==> config.mk <==
export PLATFORM = sky130hd
export DESIGN_NAME = present_round_scheduler_flat
export DESIGN_NICKNAME = d
export VERILOG_FILES = /design/src/rtl/present_round_scheduler_if.sv /design/src/rtl/present_round_scheduler.sv /design/src/flat_wrapper.sv
export SDC_FILE = /design/constraint.sdc
export NUM_CORES = 1
export LEC_CHECK = 0
export CAP_MARGIN = 10
export CORE_UTILIZATION = 34
export DETAILED_ROUTE_END_ITERATION = 6
export GPL_TIMING_DRIVEN = 0
export PLACE_DENSITY_LB_ADDON = 0.15
export RECOVER_POWER = 25
export SYNTH_ARGS = -nofsm -noshare
export SYNTH_HDL_FRONTEND = slang
export SYNTH_SLANG_ARGS = --single-unit
==> constraint.sdc <==
create_clock -name clk -period 1.9 [get_ports clk]
set_clock_uncertainty 0.15 [all_clocks]
set_input_delay 0.19 -clock clk [delete_from_list [all_inputs] [get_ports clk]]
set_output_delay 0.19 -clock clk [all_outputs]
set_load 0.02 [all_outputs]
==> src/rtl/present_round_scheduler_if.sv <==
// Handshake and strobe bundle between the PRESENT round scheduler and its
// neighbours (bus wrapper upstream, state/key datapath downstream).
interface present_round_scheduler_if #(
  parameter int CNT_W = 5
);
  logic             in_valid;
  logic             in_ready;
  logic             abort;
  logic             load_state;
  logic             round_en;
  logic             final_en;
  logic [CNT_W-1:0] round_count;
  logic             busy;
  logic             out_valid;
  logic             out_ready;

  // Side that offers plaintext blocks and consumes ciphertext.
  modport master (
    output in_valid, abort, out_ready,
    input  in_ready, load_state, round_en, final_en, round_count, busy, out_valid
  );

  // The scheduler itself.
  modport slave (
    input  in_valid, abort, out_ready,
    output in_ready, load_state, round_en, final_en, round_count, busy, out_valid
  );
endinterface

==> src/rtl/present_round_scheduler.sv <==
// Sequencing FSM for the round-based PRESENT datapath: accepts a block,
// issues NUM_ROUNDS round strobes with the key-schedule round index, one
// final-whitening strobe, then holds the ciphertext valid until consumed.
module present_round_scheduler #(
  parameter int NUM_ROUNDS = 31,
  parameter int CNT_W      = 5
) (
  input logic                    clk,
  input logic                    n_reset,
  present_round_scheduler_if.slave bus
);

  if (NUM_ROUNDS < 1 || NUM_ROUNDS >= (1 << CNT_W)) begin : g_bad_rounds
    $error("present_round_scheduler: NUM_ROUNDS must be in 1..2^CNT_W-1");
  end

  localparam logic [CNT_W-1:0] LAST_ROUND = CNT_W'(NUM_ROUNDS);
  localparam logic [CNT_W-1:0] FIRST_ROUND = CNT_W'(1);

  typedef enum logic [1:0] {
    S_IDLE  = 2'd0,
    S_RUN   = 2'd1,
    S_FINAL = 2'd2,
    S_OUT   = 2'd3
  } state_t;

  state_t           state_q;
  state_t           state_d;
  logic [CNT_W-1:0] cnt_q;
  logic [CNT_W-1:0] cnt_d;

  logic             in_ready;
  logic             load_state;
  logic             round_en;
  logic             final_en;
  logic             busy;
  logic             out_valid;

  // State register and round counter; reset returns to IDLE with a cleared index.
  always_ff @(posedge clk) begin
    if (!n_reset) begin
      state_q <= S_IDLE;
      cnt_q   <= '0;
    end else begin
      state_q <= state_d;
      cnt_q   <= cnt_d;
    end
  end

  // Next-state logic; abort outranks both the counter advance and out_ready.
  always_comb begin
    state_d = state_q;
    cnt_d   = cnt_q;
    unique case (state_q)
      S_IDLE: begin
        if (load_state) begin
          state_d = S_RUN;
          cnt_d   = FIRST_ROUND;
        end
      end
      S_RUN: begin
        if (bus.abort) begin
          state_d = S_IDLE;
          cnt_d   = '0;
        end else if (cnt_q == LAST_ROUND) begin
          state_d = S_FINAL;
        end else begin
          cnt_d = cnt_q + FIRST_ROUND;
        end
      end
      S_FINAL: begin
        if (bus.abort) begin
          state_d = S_IDLE;
          cnt_d   = '0;
        end else begin
          state_d = S_OUT;
        end
      end
      S_OUT: begin
        if (bus.abort || bus.out_ready) begin
          state_d = S_IDLE;
          cnt_d   = '0;
        end
      end
      default: begin
        state_d = S_IDLE;
        cnt_d   = '0;
      end
    endcase
  end

  // Output decode: strobes come straight from the state register; only the
  // input handshake looks at reset and in_valid.
  always_comb begin
    in_ready   = n_reset && (state_q == S_IDLE);
    load_state = in_ready && bus.in_valid;
    round_en   = (state_q == S_RUN);
    final_en   = (state_q == S_FINAL);
    busy       = (state_q == S_RUN) || (state_q == S_FINAL);
    out_valid  = (state_q == S_OUT);
  end

  assign bus.in_ready    = in_ready;
  assign bus.load_state  = load_state;
  assign bus.round_en    = round_en;
  assign bus.final_en    = final_en;
  assign bus.busy        = busy;
  assign bus.out_valid   = out_valid;
  assign bus.round_count = cnt_q;

endmodule

==> src/flat_wrapper.sv <==
// flat-port wrapper written by rule: the top's interface ports become plain ports
module present_round_scheduler_flat 
#(
  parameter int NUM_ROUNDS = 31,
  parameter int CNT_W      = 5
)
  (clk, n_reset, bus_in_valid, bus_abort, bus_out_ready, bus_in_ready, bus_load_state, bus_round_en, bus_final_en, bus_round_count, bus_busy, bus_out_valid);
  present_round_scheduler_if #(.CNT_W(CNT_W)) bus_i ();
  input logic clk;
  input logic n_reset;
  input wire logic [$bits(bus_i.in_valid)-1:0] bus_in_valid;
  input wire logic [$bits(bus_i.abort)-1:0] bus_abort;
  input wire logic [$bits(bus_i.out_ready)-1:0] bus_out_ready;
  output wire logic [$bits(bus_i.in_ready)-1:0] bus_in_ready;
  output wire logic [$bits(bus_i.load_state)-1:0] bus_load_state;
  output wire logic [$bits(bus_i.round_en)-1:0] bus_round_en;
  output wire logic [$bits(bus_i.final_en)-1:0] bus_final_en;
  output wire logic [$bits(bus_i.round_count)-1:0] bus_round_count;
  output wire logic [$bits(bus_i.busy)-1:0] bus_busy;
  output wire logic [$bits(bus_i.out_valid)-1:0] bus_out_valid;
  assign bus_i.in_valid = bus_in_valid;
  assign bus_i.abort = bus_abort;
  assign bus_i.out_ready = bus_out_ready;
  assign bus_in_ready = bus_i.in_ready;
  assign bus_load_state = bus_i.load_state;
  assign bus_round_en = bus_i.round_en;
  assign bus_final_en = bus_i.final_en;
  assign bus_round_count = bus_i.round_count;
  assign bus_busy = bus_i.busy;
  assign bus_out_valid = bus_i.out_valid;
  present_round_scheduler #(.NUM_ROUNDS(NUM_ROUNDS), .CNT_W(CNT_W)) u_core (.clk(clk), .n_reset(n_reset), .bus(bus_i));
endmodule
==> flow_summary.yaml, run 1 <==
run_status:
  status: "complete, no violations"
sta:
  hold_violations: 0
  drv_slew: 0
  finalCriticalPeriod_ns: 1.84
  timing.final.crit_share_pct: 97.0
  setup_viol: 0
  holdWs_ns: 0.333
  max_freq_mhz: 543
  rsz0062_at_grt: "yes"
  worst_pin_slew_ns: 0.306
  max-slew-margin-rel_pct: 79.5
grt:
  grt_pass1_wl_um: 1860
  track_usage_pct: 17.6
  grt_overflow: 0
  grt_start_max_net_pins: 11
  grt_pass1_vias: 435
  grt_antenna_before_repair: 0
setup_path:
  critPathLaunchType: "flop"
  rr_endpoint: "u_core.bus.round_count[2]$_SDFFE_PN0P_"
  cp_common_cell: "ha_4"
  reg2reg_slack_ns: 0.06
  max_stage_delay_ns: 0.37
  timing.rr.start: "u_core.bus.round_count[0]$_SDFFE_PN0P_"
  endpoint_kind: "flop"
  worst-path-max-fanout: 5
  path_cells: "ha_4 -> and3_4 -> ha_4 -> a21o_1 -> a211o_4 -> o21ai_2 -> a21boi_1"
  reg2reg_depth: 7
  cpMaxStageDelayCell: "a211o_4"
  cp.arrival_ns: 1.84
  required_ns: 1.89
  critical_path_class: "reg2reg"
min_path:
  whs_path_depth: 2
  hp-start: "u_core.bus.round_count[3]$_SDFFE_PN0P_"
  hold_end: "u_core.bus.round_count[3]$_SDFFE_PN0P_"
  min_path_type: "reg2reg"
routing:
  drtAntennaViolNets: 0
  routed_via_density: 5.26
  via_count: 494
  wl_um: 1210
  drtIter0Drc: 4
  avgRoutedWirePerCell_um: 12.9
  drcViolationCount: 0
  drt_pass1_iterations: 4
cts:
  cts_tree: "yes"
  htreeDepth: 1
  cts_sinks: 7
  cts_buffers: 3
  clk_path_buf_depth: 2
  hold_buffers: 0
  path_clk_slew_ns: 0.06
  root_buffer: "clkbuf_4"
  worstSkewPairLatency_ns: 0.26
logic_synthesis:
  yosys_warnings: 0
  yosysUniqueCellTypes: 26
  ys_ff_latch: 7
  synth_seq_area_share_pct: 27.1
  yosysTopAreaCell: "dfxtp_1"
  synth_area_um2: 517
  yosys.area.top_type_share_pct: 27.1
  synth_fp_nets: 70
  avgSynthCellArea_um2: 8.91
  syn_inst: 58
  yosys-top-cells-area: "dfxtp_1 (27%), ha_1 (17%), a21boi_1 (5.8%), nand2_1 (4.4%), a211oi_4 (3.9%)"
die:
  boundaryPins: 16
  die_h_um: 41.0
  die_width_um: 41.0
  dieArea_mm2: 0.00168
  start_util_pct: 38.3
  core-area_mm2: 0.00135
  std_cell_rows: 13
power:
  leakage_nw: 0.334
  p_sw_share_pct: 34.8
  power_density_mw_per_mm2: 621
  power_frac_clock_pct: 29.0
  seqPwrFrac_pct: 34.8
  switchingPower_w: 0.000166
  power.internal_w: 0.000310
  peakVddDrop_mv: 0.307
  power_frac_comb_pct: 36.1
layout:
  final_cell_mix: "clkdlybuf4s50_1 (8), nand2_1 (6)"
  final_common_cell: "clkdlybuf4s50_1"
  n_antenna_cell: 0
  stdcell_area_um2: 766
  area_growth_pct: 48.2
  finalNetCount: 92
  drive_gt1_share_pct: 25.3
place:
  gp_congestion: 0.735
  dpl_cell_area_um2: 693
  io_buffers: 15
  hpwl_um: 904
flow_run:
  maxCapViolCount: 0
[repair_timing]
action	4_1_cts	5_1_grt
setup buffers	2	0
pin swaps	3	6
gates resized for setup	10	2
setup endpoints to repair	10	5
[cell usage after synthesis]
master,number
clkbuf_1,1
dfxtp_1,7
mux2i_1,1
a21boi_1,4
and2_1,1
nor3b_4,1
nand3_1,3
nor3_1,1
a21o_1,1
o211a_1,1
nor3_2,1
a211o_4,1
a211oi_4,1
inv_2,1
inv_1,2
nor2b_1,1
ha_1,7
a21oi_1,2
a21boi_2,1
nand2_1,6
nand2b_1,1
o21ai_1,3
nand4_1,1
and3_1,2
nor3b_1,2
nor2_1,5
[through the flow]
| stage | power, W | util (%) | setup WS, ns | instances | TNS (ns) |
|---|---|---|---|---|---|
| finish | 0.000476 | 56.7 | 0.0576 | 94 | 0 |
| global route | 0.000508 | 56.7 | -0.0105 | 94 | -0.0137 |
| CTS | 0.000481 | 55.7 | 0.00305 | 94 | 0 |
| detailed placement | 0.000340 | 51.3 | -0.305 | 88 | -0.889 |
| global placement | 0.000337 | 51.3 | -0.280 | 88 | -0.713 |
| floorplan | 0.000279 | - | 0.00149 | 58 | 0 |
[per-layer routing]
layer,up-vias,wire (um),global-route usage (%)
li1,249,-,-
met1,224,580,21.2
met2,19,523,27.7
met3,2,93,8.15
met4,0,11,5.00
met5,-,0,0
[sequential cells by signal, indices dropped and copies added (netlist names)]
signal and count:
u_core.bus.round_count 5, u_core.state_q 2
[worst max path at each step]
| stage | start | endpoint | slack [ns] | cells past startpoint |
|---|---|---|---|---|
| finish | u_core.bus.round_count[0]$_SDFFE_PN0P_ | u_core.bus.round_count[2]$_SDFFE_PN0P_ | 0.06 | 7 |
| global route | u_core.bus.round_count[0]$_SDFFE_PN0P_ | u_core.bus.round_count[1]$_SDFFE_PN0P_ | -0.01 | 7 |
| CTS | u_core.bus.round_count[0]$_SDFFE_PN0P_ | u_core.bus.round_count[2]$_SDFFE_PN0P_ | 0.003 | 7 |
| detailed placement | n_reset | bus_in_ready | -0.30 | 4 |
| global placement | n_reset | bus_load_state | -0.28 | 4 |
| floorplan | u_core.bus.round_count[0]$_SDFFE_PN0P_ | u_core.bus.round_count[3]$_SDFFE_PN0P_ | 0.001 | 7 |
[logic make-up (layout without fill, tap and decap cells)]
logic type | Yosys count | in the layout | synth area share (%)
mux | 1 | 1 | 1.94
simple gates | 25 | 25 | 27.6
fa+ha+maj | 7 | 7 | 16.9
compound gates | 14 | 14 | 23.5
buf+inv | 4 | 25 | 2.90
flops | 7 | 7 | 27.1
[power groups by stage]
stage / clock network [W] / registers [W] / logic, W
finish: 0.000138 / 0.000166 / 0.000172
detailed placement: 0 / 0.000170 / 0.000170
global route: 0.000151 / 0.000168 / 0.000189
CTS: 0.000143 / 0.000166 / 0.000172
global placement: 0 / 0.000169 / 0.000168
floorplan: 0 / 0.000172 / 0.000108
[layout make-up]
cell class / instances / area [um^2]
Buffer: 1 / 5.00
Timing Repair Buffer: 17 / 159
Tap cell: 15 / 18.8
Clock buffer: 3 / 22.5
Inverter: 3 / 11.3
Sequential cell: 7 / 145
Clock inverter: 1 / 5.00
Fill cell: 131 / 584
Multi-Input combinational cell: 47 / 399
[critical path: cells and delay by family (launching register included)]
family          cells  cell delay [ns]
compound gates      4             0.73
fa+ha+maj           2             0.31
flops               1             0.35
simple gates        1             0.18
Power figures use the tool's default switching activity.
==> inputs of run 2 (changes only) <==
--- a/config.mk
+++ b/config.mk
@@ -5,12 +5,12 @@
 export SDC_FILE = /design/constraint.sdc
 export NUM_CORES = 1
 export LEC_CHECK = 0
-export CAP_MARGIN = 10
+export CAP_MARGIN = 30
 export CORE_UTILIZATION = 34
 export DETAILED_ROUTE_END_ITERATION = 6
 export GPL_TIMING_DRIVEN = 0
 export PLACE_DENSITY_LB_ADDON = 0.15
-export RECOVER_POWER = 25
+export REMOVE_ABC_BUFFERS = 1
 export SYNTH_ARGS = -nofsm -noshare
 export SYNTH_HDL_FRONTEND = slang
 export SYNTH_SLANG_ARGS = --single-unit
==> run 2 against run 1 <==
  * Highest routed layer unchanged
  * Combinational power is essentially flat
  * Total power grew 0.15%
  * Core utilization shrank 1.2 points
  * Die area is the same
  * Sequential cell count is the same
  * Register-to-register slack lost 0.07 ns
  * Cell area shrank 2.1%
  * The run now ends with negative setup slack left
==> flow_summary.yaml, run 2 (synthesis results as in run 1) <==
run_status:
  status: "complete, but fails checks"
  violations: "negative setup slack"
die:
  dieArea_mm2: 0.00168
  die_h_um: 41.0
  std_cell_rows: 13
  start_util_pct: 38.3
  boundaryPins: 16
  core-area_mm2: 0.00135
  die_width_um: 41.0
cts:
  cts_tree: "yes"
  path_clk_slew_ns: 0.05
  worstSkewPairLatency_ns: 0.26
  cts_buffers: 3
  htreeDepth: 1
  root_buffer: "clkbuf_4"
  hold_buffers: 0
  clk_path_buf_depth: 2
  cts_sinks: 7
setup_path:
  critPathLaunch: "u_core.bus.round_count[1]$_SDFFE_PN0P_"
  timing.rr.start: "u_core.bus.round_count[1]$_SDFFE_PN0P_"
  cpMaxStageDelayCell: "a211oi_4"
  required_ns: 1.93
  rr_endpoint: "u_core.bus.round_count[1]$_SDFFE_PN0P_"
  cp_common_cell: "ha_4"
  path_cells: "ha_4 -> and3_4 -> ha_4 -> a21o_1 -> a211oi_4 -> nand3_1 -> a21boi_1"
  cp.arrival_ns: 1.94
  cp.buffers_inverters: 0
  cp.depth: 7
  cp_top_family: "compound AO/OA/AOI/OAI gates"
  endpoint_kind: "flop"
  worst-path-max-fanout: 5
  crit_end: "u_core.bus.round_count[1]$_SDFFE_PN0P_"
  critical_path_class: "reg2reg"
  reg2reg_depth: 7
  critPathLaunchType: "flop"
  reg2reg_slack_ns: -0.02
  max_stage_delay_ns: 0.37
power:
  leakage_nw: 0.316
  finalPower_w: 0.000477
  peakVddDrop_mv: 0.388
  power_density_mw_per_mm2: 636
routing:
  via_count: 495
  drcViolationCount: 0
  drt_pass1_iterations: 5
  routed_via_density: 5.38
  avgRoutedWirePerCell_um: 13.7
  wl_um: 1260
  drtAntennaViolNets: 0
  drtIter0Drc: 2
layout:
  finalNetCount: 90
  fillCellCount: 134
  multi_input_area_um2: 395
  largest_reg_flops: 5
  final_util_pct: 55.5
  register_area_um2: 148
  final_cell_mix: "clkdlybuf4s50_1 (9), nand2_1 (6), dlygate4sd2_1 (6)"
  n_antenna_cell: 0
  drive_gt1_share_pct: 20.8
  area_growth_pct: 45.0
  final_common_cell: "clkdlybuf4s50_1"
grt:
  track_usage_pct: 16.2
  grt_start_max_net_pins: 12
  grt_antenna_before_repair: 0
  grt_overflow: 0
  grt_pass1_vias: 418
  grt_pass1_wl_um: 1740
place:
  gp_congestion: 0.712
  io_buffers: 15
  dp_slack_ns: -0.134
  hpwl_um: 827
sta:
  max-slew-margin-rel_pct: 77.4
  layout_setup_ws_ns: -0.0157
  drv_slew: 0
  rsz0062_at_grt: "yes"
  worst_pin_slew_ns: 0.339
  max_freq_mhz: 522
  tns_ns: -0.0193
  hold_violations: 0
  finalCriticalPeriod_ns: 1.92
  setup_viol: 2
  timing.final.crit_share_pct: 101
min_path:
  min_path_type: "in2reg"
  whs_path_depth: 2
  hp-start: "n_reset"
flow_run:
  maxCapViolCount: 0
## run 2: how the worst min path moves through the flow
stage                                                  end  slack (ns)
floorplan                   u_core.state_q[1]$_SDFFE_PN0P_        0.17
global placement    u_core.bus.round_count[4]$_SDFFE_PN0P_        0.31
detailed placement  u_core.bus.round_count[4]$_SDFFE_PN0P_        0.32
CTS                         u_core.state_q[0]$_SDFFE_PN0P_        0.33
global route                u_core.state_q[0]$_SDFFE_PN0P_        0.35
finish                      u_core.state_q[0]$_SDFFE_PN0P_        0.33
## run 2: timing repair
item / in CTS / in global routing
hold endpoints to repair: 0 / 0
setup buffers: 1 / 0
setup endpoints to repair: 10 / 6
resized for setup: 11 / 5
cloned: 0 / 0
pin swaps: 4 / 5
## run 2: through the flow
step / cell area (um^2) / hold WS [ns] / std cells
finish: 749 / 0.329 / 92
global route: 749 / 0.350 / 92
CTS: 721 / 0.330 / 92
detailed placement: 682 / 0.323 / 87
global placement: 682 / 0.311 / 87
floorplan: 513 / 0.168 / 57
## run 2: final cells by class
cell class,count,share of cell area [%]
Sequential cell,7,19.7
Multi-Input combinational cell,47,52.8
Tap cell,15,2.50
Inverter,3,1.50
Clock buffer,4,3.51
Timing Repair Buffer,16,20.0
## run 2: where the power goes
group / switching (W) / internal (W)
Combinational: 0.0000993 / 0.0000758
Sequential: 0.00000899 / 0.000155
Clock: 0.0000570 / 0.0000803
Total: 0.000165 / 0.000311
## run 2: metal layers
layer  global-route usage, %  vias up  wire length (um)
li1                        -      244                 -
met1                    20.2      227               573
met2                    25.0       21               573
met3                    6.52        3                99
met4                    5.00        0                14
met5                       0        -                 0
